[config.mk]
export PLATFORM = sky130hd
export DESIGN_NAME = convolutional_encoder
export DESIGN_NICKNAME = d
export VERILOG_FILES = /design/src/rtl/wifi_tx_pkg.sv /design/src/rtl/puncture_unit.sv /design/src/rtl/convolutional_encoder.sv
export SDC_FILE = /design/constraint.sdc
export NUM_CORES = 1
export LEC_CHECK = 0
export CAP_MARGIN = 10
export CORE_UTILIZATION = 45
export CTS_BUF_LIST = sky130_fd_sc_hd__clkbuf_4 sky130_fd_sc_hd__clkbuf_8 sky130_fd_sc_hd__clkbuf_16
export CTS_CLUSTER_DIAMETER = 60
export CTS_CLUSTER_SIZE = 25
export DETAILED_ROUTE_END_ITERATION = 7
export GPL_ROUTABILITY_DRIVEN = 1
export HOLD_SLACK_MARGIN = 0.08
export PLACE_DENSITY = 0.67
export SETUP_SLACK_MARGIN = 0.05
export SLEW_MARGIN = 20
export SYNTH_ARGS = -nofsm -noshare
export SYNTH_HDL_FRONTEND = slang
export SYNTH_SLANG_ARGS = --single-unit
[constraint.sdc]
create_clock -name Clock -period 4.23 [get_ports Clock]
set_input_delay 0.423 -clock Clock [delete_from_list [all_inputs] [get_ports Clock]]
set_output_delay 0.423 -clock Clock [all_outputs]
set_load 0.1 [all_outputs]
[src/rtl/wifi_tx_pkg.sv]
// Shared definitions for the WiFi transmit convolutional encoder.
// Holds the default K=7 generator polynomials, the Rate input encodings,
// the encoder FSM state encoding, and the tap/parity helper used to form
// one coded bit.
package wifi_tx_pkg;

  localparam logic [6:0] G0_DEFAULT = 7'o133;
  localparam logic [6:0] G1_DEFAULT = 7'o171;

  typedef enum logic [1:0] {
    RATE_1_2  = 2'b00,
    RATE_2_3  = 2'b01,
    RATE_3_4  = 2'b10,
    RATE_RSVD = 2'b11  // behaves as rate 1/2
  } rate_e;

  typedef enum logic [1:0] {
    ST_IDLE,
    ST_ENCODE,
    ST_DRAIN
  } state_e;

  // Generator bit 6 taps the current input; bit 5 taps s[0] (newest) down
  // to bit 0 tapping s[5] (oldest), so the register is reversed into
  // delay order before masking.
  function automatic logic coded_bit(input logic [6:0] gen,
                                     input logic       din,
                                     input logic [5:0] s);
    logic [5:0] s_delay;
    s_delay = {s[0], s[1], s[2], s[3], s[4], s[5]};
    return ^(gen & {din, s_delay});
  endfunction

endpackage

[src/rtl/puncture_unit.sv]
// Puncturing control for the convolutional encoder.
// Tracks the puncture phase (advanced once per accepted input bit) and
// reports which of the two coded bits (A, B) survive for the current bit.
// Ports:
//   clk, rst_n  - clock, asynchronous active-low reset
//   clear       - restart the phase at 0 (frame start)
//   advance     - an input bit was accepted this cycle
//   rate        - rate latched for the current frame
//   keep_a      - coded bit A survives for the current phase
//   keep_b      - coded bit B survives for the current phase
module puncture_unit
  import wifi_tx_pkg::*;
(
  input  logic  clk,
  input  logic  rst_n,
  input  logic  clear,
  input  logic  advance,
  input  rate_e rate,
  output logic  keep_a,
  output logic  keep_b
);

  logic [1:0] phase;
  logic [1:0] phase_max;

  always_comb begin
    phase_max = '0;
    case (rate)
      RATE_2_3: phase_max = 2'd1;
      RATE_3_4: phase_max = 2'd2;
      default:  phase_max = '0;
    endcase
  end

  always_ff @(posedge clk or negedge rst_n) begin
    if (!rst_n) begin
      phase <= '0;
    end else if (clear) begin
      phase <= '0;
    end else if (advance) begin
      phase <= (phase >= phase_max) ? 2'd0 : phase + 2'd1;
    end
  end

  // 2/3: phase 1 drops B.  3/4: phase 1 drops B, phase 2 drops A.
  always_comb begin
    keep_a = 1'b1;
    keep_b = 1'b1;
    case (rate)
      RATE_2_3: begin
        if (phase == 2'd1) keep_b = 1'b0;
      end
      RATE_3_4: begin
        if (phase == 2'd1)      keep_b = 1'b0;
        else if (phase == 2'd2) keep_a = 1'b0;
      end
      default: ;
    endcase
  end

endmodule

[src/rtl/convolutional_encoder.sv]
// K=7 convolutional encoder with 1/2, 2/3 and 3/4 puncturing.
// Each accepted input bit produces coded bits A then B; punctured bits are
// dropped and the survivors are queued in a 2-entry pending buffer that
// drains through a valid/ready output.
// Ports:
//   Clock, Reset        - clock, asynchronous active-low reset
//   Start, Rate         - frame start pulse (IDLE only) and latched rate
//   InValid/Input/InLast/InReady     - input bit stream handshake
//   OutValid/Output/OutLast/OutReady - coded bit stream handshake
// Parameters:
//   G0, G1 - generator tap masks for coded bits A and B
module convolutional_encoder
  import wifi_tx_pkg::*;
#(
  parameter logic [6:0] G0 = G0_DEFAULT,
  parameter logic [6:0] G1 = G1_DEFAULT
) (
  input  logic       Clock,
  input  logic       Reset,
  input  logic       Start,
  input  logic [1:0] Rate,
  input  logic       InValid,
  input  logic       Input,
  input  logic       InLast,
  output logic       InReady,
  output logic       OutValid,
  output logic       Output,
  output logic       OutLast,
  input  logic       OutReady
);

  state_e     state_q, state_d;
  rate_e      rate_q;
  logic [5:0] s_q;
  logic [1:0] pend_bit;   // entry 0 is the head
  logic [1:0] pend_last;
  logic [1:0] pend_cnt;

  logic in_ready;
  logic in_xfer;
  logic out_xfer;
  logic start_accept;
  logic frame_end;
  logic code_a, code_b;
  logic keep_a, keep_b;

  assign OutValid = (pend_cnt != 2'd0);
  assign Output   = pend_bit[0];
  assign OutLast  = pend_last[0];
  assign InReady  = in_ready;

  assign out_xfer = OutValid && OutReady;
  assign code_a   = coded_bit(G0, Input, s_q);
  assign code_b   = coded_bit(G1, Input, s_q);

  always_ff @(posedge Clock or negedge Reset) begin
    if (!Reset) state_q <= ST_IDLE;
    else        state_q <= state_d;
  end

  always_comb begin
    state_d      = state_q;
    in_ready     = 1'b0;
    start_accept = 1'b0;
    frame_end    = 1'b0;
    in_xfer      = 1'b0;
    case (state_q)
      ST_IDLE: begin
        if (Start) begin
          start_accept = 1'b1;
          state_d      = ST_ENCODE;
        end
      end
      ST_ENCODE: begin
        // Room for up to two new bits once the buffer is empty, or is
        // emptying this cycle.
        in_ready = (pend_cnt == 2'd0) || ((pend_cnt == 2'd1) && OutReady);
        in_xfer  = InValid && in_ready;
        if (in_xfer && InLast) state_d = ST_DRAIN;
      end
      ST_DRAIN: begin
        if (out_xfer && OutLast) begin
          frame_end = 1'b1;
          state_d   = ST_IDLE;
        end
      end
      default: state_d = ST_IDLE;
    endcase
  end

  always_ff @(posedge Clock or negedge Reset) begin
    if (!Reset) begin
      rate_q <= RATE_1_2;
    end else if (start_accept) begin
      rate_q <= rate_e'(Rate);
    end
  end

  always_ff @(posedge Clock or negedge Reset) begin
    if (!Reset) begin
      s_q <= '0;
    end else if (start_accept || frame_end) begin
      s_q <= '0;
    end else if (in_xfer) begin
      s_q <= {s_q[4:0], Input};
    end
  end

  puncture_unit u_puncture (
    .clk     (Clock),
    .rst_n   (Reset),
    .clear   (start_accept),
    .advance (in_xfer),
    .rate    (rate_q),
    .keep_a  (keep_a),
    .keep_b  (keep_b)
  );

  // A load only happens when the buffer is empty after this cycle's pop,
  // so a load simply overwrites both entries; OutLast rides on whichever
  // surviving bit comes last.
  always_ff @(posedge Clock or negedge Reset) begin
    if (!Reset) begin
      pend_bit  <= '0;
      pend_last <= '0;
      pend_cnt  <= '0;
    end else if (in_xfer) begin
      if (keep_a && keep_b) begin
        pend_bit  <= {code_b, code_a};
        pend_last <= {InLast, 1'b0};
        pend_cnt  <= 2'd2;
      end else begin
        pend_bit  <= {1'b0, keep_a ? code_a : code_b};
        pend_last <= {1'b0, InLast};
        pend_cnt  <= 2'd1;
      end
    end else if (out_xfer) begin
      pend_bit  <= {1'b0, pend_bit[1]};
      pend_last <= {1'b0, pend_last[1]};
      pend_cnt  <= pend_cnt - 2'd1;
    end
  end

endmodule

; ---- Word-level counts from Yosys, hierarchy flattened
; Index checks and enable logic that the tools add are counted.
[totals]
output_inout_bits = 4
inputBits = 9
elab_cells = 69
reg_bits = 18
[classes]
n_eq_ne = 10
n_reduce_logical = 18
mux = 31
order_cmp = 1
addsub = 2
[op_table]
columns = cell, n
row1 = 2-bit 2-to-1 mux, 15
row2 = 7-bit XOR reduction, 2
row3 = 1-bit 2-to-1 mux, 12
row4 = 6-bit 2-to-1 mux, 2
row5 = 2-bit by 1-bit == test with 1-bit output (second input constant), 4
row6 = 2-bit nonzero test, 4
row7 = 2-bit == test (second input constant), 3
row8 = 1-bit logical AND, 6
row9 = 2-bit != test (second input constant), 3
row10 = 2-bit case mux with 3 select lines, 1
row11 = 2-bit zero test, 2
row12 = 2-bit case mux with 2 select lines, 1
row13 = 3-bit AND reduction, 1
row14 = 2-bit by 1-bit adder with 2-bit output (second input constant), 1
row15 = 2-bit >= comparator, 1
row16 = 1-bit logical OR, 2
row17 = 2-bit OR reduction, 1
row18 = 2-bit by 1-bit subtractor with 2-bit output (second input constant), 1

; ---- Logic depth before layout (Yosys ltp)
; Gate-level depths: netlist (run 1).
[depth]
word_depth = 7
mapped_depth = 7
ltp_nobuf = 7

; ---- Hierarchy
; A second synthesis (run 1) with hierarchy kept.
[hier_totals]
cells_unflattened = 98
area_unflattened_um2 = 1093.5
[by_module_without_submodules]
columns = module, area_per_inst_um2, cells_each, seq_area_each_um2, instances
row1 = convolutional_encoder, 867.1, 75, 400.4, 1
row2 = puncture_unit, 226.5, 23, 50.0, 1

; ---- Least setup slack after synthesis (run 1)
; No wires, ideal clock.
[synth_path]
path_type = register to output
startpoint = register pend_cnt[0]
endpoint = output port InReady
setup_slack_ns = 1.804
path_stages_with_launch = 5
t_arrival_ns = 2.003
path_cell_list = dfrtp_1 inv_1 ha_1 a21oi_1 nor2_1
[synth_between]
elab_chain_cells = 4
[synth_rtl]
columns = element, line_no
row1 = start: declaration, convolutional_encoder.sv:37  ; logic [1:0] pend_cnt;
row2 = start signal: assignment, convolutional_encoder.sv:140  ; pend_cnt <= pend_cnt - 2'd1;
row3 = 2-bit by 1-bit == test with 1-bit output, convolutional_encoder.sv:77  ; in_ready = (pend_cnt == 2'd0) || ((pend_cnt == 2'd1) && OutReady);
row4 = 1-bit logical AND, convolutional_encoder.sv:77
row5 = 1-bit logical OR (*), convolutional_encoder.sv:77
row6 = 1-bit 2-to-1 mux (*), convolutional_encoder.sv:67  ; case (state_q)
row7 = end: declaration, convolutional_encoder.sv:25  ; output logic InReady,
; Mark *: on every way between the ends. The rest lies on a longest branch, timed or not.

; ---- Worst setup path in the final report (run 1)
; Ends and elaborated chain as after synthesis.

==> results of run 1 <==
-- state kept, by name (all words and copies together) (netlist names) --
| signal | cells |
|---|---|
| s_q | 6 |
| pend_bit | 2 |
| pend_cnt | 2 |
| pend_last | 2 |
| rate_q | 2 |
| state_q | 2 |
| u_puncture.phase | 2 |
-- where the power goes --
part / total, mW / switching (mW) / internal (mW) / leakage [nW]
sequential: 0.281 / 0.0504 / 0.231 / 0.236
clock: 0.107 / 0.0549 / 0.0525 / 0.0210
combinational: 0.497 / 0.319 / 0.179 / 0.329
-- worst max-delay path, cell delays in order (launching register included) --
cell and delay, ns:
dfrtp_1 0.43, inv_1 0.07, ha_1 0.25, a21oi_1 0.10, nor2_1 0.09, clkdlybuf4s50_1 1.13
-- area by class of cell --
type | count | area [um2] | share of cell area [%]
flip-flops and latches | 18 | 450.4 | 36.92
inverters | 9 | 33.78 | 2.769
repair buffers | 12 | 120.1 | 9.846
multi-input cells | 81 | 544.3 | 44.62
clock buffers | 4 | 36.28 | 2.974
well taps | 28 | 35.03 | 2.872
-- final timing paths --
kind                             start           end  slack, ns  cells after the start
hold / removal                  s_q[3]        s_q[4]       0.49                      2
hold reg to reg                 s_q[3]        s_q[4]       0.49                      2
min in group asynchronous        Reset   pend_cnt[0]       0.57                      1
setup reg to reg           pend_cnt[0]  pend_last[1]       2.48                      5
setup / recovery           pend_cnt[0]       InReady       1.44                      5
max in group asynchronous        Reset    state_q[0]       3.15                      1
-- cell usage after synthesis --
cell      number
nand2_1       19
dfrtp_1       18
inv_1          9
ha_1           8
nand3_1        8
o21ai_0        6
nand2b_1       5
a21oi_1        4
nor2_1         4
a21o_1         3
mux2i_1        3
xnor2_1        3
a211oi_1       2
xor2_1         2
a21boi_1       1
a311oi_1       1
a32o_1         1
and3_1         1
buf_2          1
buf_4          1
mux2_2         1
nand4b_1       1
nor2b_1        1
nor2b_4        1
nor3_1         1
nor3b_1        1
o21a_1         1
o21ai_2        1
o31ai_1        1
xnor2_2        1
-- logic make-up after synthesis --
kind of cell	after synthesis
buf+inv	11
mux	4
simple gates	42
fa+ha+maj	8
xor+xnor	6
compound gates	21
flops	18
-- per-layer routing --
metal  share of wire (%)  routed length [um]  up-vias
met2                  50                 916       12
met1                  46                 841      374
li1                    -                   -      400
met5                   0                   0        -
met4                 1.1                  21        0
met3                 3.3                  60        4
-- per-stage QoR --
| step | util (%) | power, mW | hold slack (ns) | area (um2) |
|---|---|---|---|---|
| 6_report | 55.68 | 0.8860 | 0.4904 | 1220 |
| 3_3_place_gp | 54.03 | 0.7762 | 0.4569 | 1184 |
| 3_5_place_dp | 54.03 | 0.7884 | 0.4674 | 1184 |
| 2_1_floorplan | - | 0.6834 | 0.1274 | 1041 |
| 5_1_grt | 55.68 | 0.9592 | 0.5298 | 1220 |
| 4_1_cts | 55.68 | 0.8976 | 0.4928 | 1220 |
==> results.sh, run 1 <==
export IMPL_rows=17
export IMPL_powerDensity_nw_per_um2=726.3
export IMPL_diodes=0
export IMPL_die_x_um=50.10
export IMPL_yosys_cell_types_count=30
export IMPL_synth_area_per_cell_um2=9.464
export IMPL_vdd_ir_drop_max_v=0.0004058
export IMPL_ios=13
export IMPL_grt_ovfl_total=0
export IMPL_setup_tns_ns=0
export IMPL_min_period_ns=2.787
export IMPL_period_share_pct=65.88
export IMPL_cts_tree="done"
export IMPL_worstPathArrival_ns=2.36
export IMPL_die_h_um=50.10
export IMPL_syn2layout_area_growth_pct=17.19
export IMPL_ys_ff_latch=18
export IMPL_die_area_um2=2510
export IMPL_drt_iter0_markers=16
export IMPL_dp_hpwl_um=1414
export IMPL_cts_resized=0
export IMPL_cts_root_buf="clkbuf_4"
export IMPL_ant_nets=0
export IMPL_synth_fa_ha_area_share_pct=9.615
export IMPL_yosys_area_share_simple_pct=19.71
export IMPL_status="complete, no violations"
export IMPL_grt_pass1_wl_um=3270
export IMPL_final_cell_mix="nand2_1, dfrtp_1, clkdlybuf4s50_1"
export IMPL_cts_setup_buffers=0
export IMPL_first_global_vias=791
export IMPL_netlist_area_um2=1041
export IMPL_start_util_pct=47.52
export IMPL_leakagePower_nw=0.5863
export IMPL_drc=0
export IMPL_grt_util_all_layers_pct=17.38
export IMPL_wl_um=1839
export IMPL_syn_nets=127
export IMPL_worstSetupEndpointType="output port"
export IMPL_io_buffers=12
export IMPL_wl_per_cell_um=12.10
export IMPL_busiest_layer="met2"
export IMPL_cts_hold_buf=0
export IMPL_vias=790
export IMPL_synth_top_family_by_area="simple AND/OR/NAND/NOR gates"
export IMPL_synth_top_cells_by_area="dfrtp_1, ha_1, nand2_1, nand3_1, inv_1"
export IMPL_crit_type="reg2out"
export IMPL_place_inst=148
export IMPL_cp_data_required_time_ns=3.81
export IMPL_cts_max_level=1
export IMPL_hp_class="reg2reg"
export IMPL_cp_max_fo=7
export IMPL_rsz0062_at_grt="false"
export IMPL_syn_instance_count=110
export IMPL_finClkSkew_ns=0.007848
export IMPL_drt_pre_antenna_iters=4
export IMPL_synth_xor_area_share_pct=5.769
export IMPL_final_common_cell="nand2_1"
export IMPL_fin_ws_ns=1.443
export IMPL_met2_usage_pct=31.78
export IMPL_viasPerCell=5.197
export IMPL_dp_slack_ns=1.512
export IMPL_antenna_found_initial=0
export IMPL_synth_compound_area_share_pct=13.22
export IMPL_worst_slew_margin_rel_pct=35.81
export IMPL_timing_fmax_mhz=358.9
export IMPL_nNetsFinal=142
export IMPL_yosysWarnings=0
export IMPL_drv_cap=0
export IMPL_grtUsageMet1_pct=19.38
export IMPL_gp_congestion=0.7659
export IMPL_finalSetupViolations=0
export IMPL_max_slew_worst_pin_slew_ns=0.9599
export IMPL_stdcell_count=152
export IMPL_met3_usage_pct=3.086
export IMPL_synth_top_cell_area_share_pct=43.27
export IMPL_clk_path_buf_depth=2
export IMPL_drive_gt1_share_pct=6.452
export IMPL_clk_pin_slew_worst_paths_ns=0.11
export IMPL_clk_latency_ns=0.30
export IMPL_clock_sinks=18
export IMPL_synth_mux_area_fraction_pct=3.966
export IMPL_synth_top_area_cell="dfrtp_1"
export IMPL_cts_buffers=3
export IMPL_hold_viol_final=0
export IMPL_grt_max_degree=19
export IMPL_slew_violations=0
export IMPL_start_kind="flip-flop"
export IMPL_seq_area_frac_synth_pct=43.27
export IMPL_fillers=197
export IMPL_fp_coreArea_um2=2191
Note: power is estimated with default switching activity, not from simulation.
==> inputs of run 2 (changes only) <==
Settings changed: PLACE_DENSITY 0.67 to 0.69.
Clock period 4.23 ns to 2.4 ns, I/O delays scaled along.
==> run 2 against run 1 <==
Against the previous run:
- final cell count did not move
- critical path depth did not move
- utilization rose by 0.11 points
- via count fell by 3.7%
- clock power rose by 75%
- die area did not move
- first-iteration DRC count fell by 25%
- sequential share of layout area fell by 0.076 points
- clock-buffer cell count did not move
- total power rose by 79%
- critical path type unchanged
- largest cell class unchanged
==> results.sh, run 2 (synthesized netlist as in run 1, its figures left out) <==
export IMPL_antenna_found_initial=0
export IMPL_largest_register="s_q"
export IMPL_powerDensity_nw_per_um2=1294
export IMPL_clk_pin_slew_worst_paths_ns=0.11
export IMPL_diodes=0
export IMPL_dpl_instance_area_um2=1186
export IMPL_die_x_um=50.10
export IMPL_finClkSkew_ns=0.006324
export IMPL_wl_per_cell_um=11.94
export IMPL_cts_buffers=3
export IMPL_clk_path_buf_depth=2
export IMPL_drv_cap=0
export IMPL_design_area_um2=1222
export IMPL_start_kind="flip-flop"
export IMPL_hp_class="in2async"
export IMPL_worstSetupStartpoint="pend_cnt[0]"
export IMPL_gp_congestion=0.7856
export IMPL_cts_resized=0
export IMPL_ios=13
export IMPL_rows=17
export IMPL_place_inst=148
export IMPL_grt_max_degree=19
export IMPL_grt_util_all_layers_pct=17.25
export IMPL_start_util_pct=47.52
export IMPL_wl_um=1815
export IMPL_cts_hold_buf=0
export IMPL_viasPerCell=5.007
export IMPL_vdd_ir_drop_max_v=0.0006788
export IMPL_nNetsFinal=142
export IMPL_timing_rr_end="pend_last[1]"
export IMPL_reg2reg_setup_slack_ns=0.67
export IMPL_io_buffers=12
export IMPL_cts_tree="done"
export IMPL_cts_max_level=1
export IMPL_fillers=198
export IMPL_syn2layout_area_growth_pct=17.43
export IMPL_first_global_vias=763
export IMPL_largest_reg_flops=6
export IMPL_drt_pre_antenna_iters=4
export IMPL_vias=761
export IMPL_slew_violations=0
export IMPL_drt_iter0_markers=12
export IMPL_timing_fmax_mhz=563.0
export IMPL_dp_slack_ns=0.6074
export IMPL_clk_latency_ns=0.29
export IMPL_hold_viol_final=0
export IMPL_cts_root_buf="clkbuf_4"
export IMPL_setup_tns_ns=0
export IMPL_die_area_um2=2510
export IMPL_finalSetupViolations=0
export IMPL_worstSetupEndpointType="output port"
export IMPL_status="complete, no violations"
export IMPL_clock_sinks=18
export IMPL_stdcell_count=152
export IMPL_grt_pass1_wl_um=3187
export IMPL_final_cell_mix="nand2_1, dfrtp_1, inv_1"
export IMPL_worstPathArrival_ns=1.54
export IMPL_drive_gt1_share_pct=9.677
export IMPL_crit_type="reg2out"
export IMPL_final_common_cell="nand2_1"
export IMPL_cts_setup_buffers=0
export IMPL_r2r_start="pend_cnt[0]"
export IMPL_fin_ws_ns=0.6237
export IMPL_ff2ff_path_depth=5
export IMPL_grt_ovfl_total=0
export IMPL_fp_coreArea_um2=2191
export IMPL_ant_nets=0
export IMPL_max_slew_worst_pin_slew_ns=0.7943
export IMPL_cp_data_required_time_ns=2.16
export IMPL_min_period_ns=1.776
export IMPL_cp_max_fo=7
export IMPL_rsz0062_at_grt="false"
export IMPL_dp_hpwl_um=1387
export IMPL_worst_slew_margin_rel_pct=46.88
export IMPL_die_h_um=50.10
export IMPL_period_share_pct=74.01
export IMPL_leakagePower_nw=0.5945
export IMPL_drc=0
run 2: worst max path at each step:
stage / endpoint / slack, ns / cells past startpoint
finish: InReady / 0.62 / 5
global route: InReady / 0.52 / 5
CTS: InReady / 0.60 / 5
detailed placement: pend_last[1] / 0.61 / 4
global placement: pend_last[1] / 0.65 / 4
floorplan: InReady / 0.16 / 4
run 2: cell type report:
cell class	instances	area [um2]	area share (%)
clock buffer	4	36.28	2.968
multi-input combinational	81	544.3	44.52
timing repair buffer	12	122.6	10.03
inverter	9	33.78	2.764
tap	28	35.03	2.866
sequential	18	450.4	36.85
run 2: routing by layer:
metal  share of wire [%]  global-route usage [%]  vias up
met5                   0                       0        -
met4                 1.6                   7.143        0
met3                 2.5                   3.704        4
met2                  49                   30.89        9
met1                  47                   19.41      349
li1                    -                       -      399
run 2: where the power goes:
| part | leakage, nW | total (mW) | switching [mW] | internal, mW |
|---|---|---|---|---|
| Sequential | 0.236 | 0.495 | 0.0878 | 0.407 |
| Clock | 0.0210 | 0.187 | 0.0944 | 0.0924 |
| Combinational | 0.338 | 0.901 | 0.572 | 0.329 |
| Total | 0.595 | 1.58 | 0.754 | 0.828 |
run 2: critical path, cell delays in order (launching register included):
cell and delay, ns:
dfrtp_1 0.42, inv_1 0.07, ha_1 0.27, a21oi_1 0.10, nor2_1 0.19, buf_12 0.20
run 2: through the flow:
step | total power [mW] | util [%] | hold slack (ns)
after global placement | 1.389 | 54.14 | 0.4507
after CTS | 1.601 | 55.80 | 0.4298
after detailed placement | 1.407 | 54.14 | 0.4599
final | 1.582 | 55.80 | 0.3988
after floorplan | 1.204 | - | -0.05559
after global routing | 1.709 | 55.80 | 0.4552
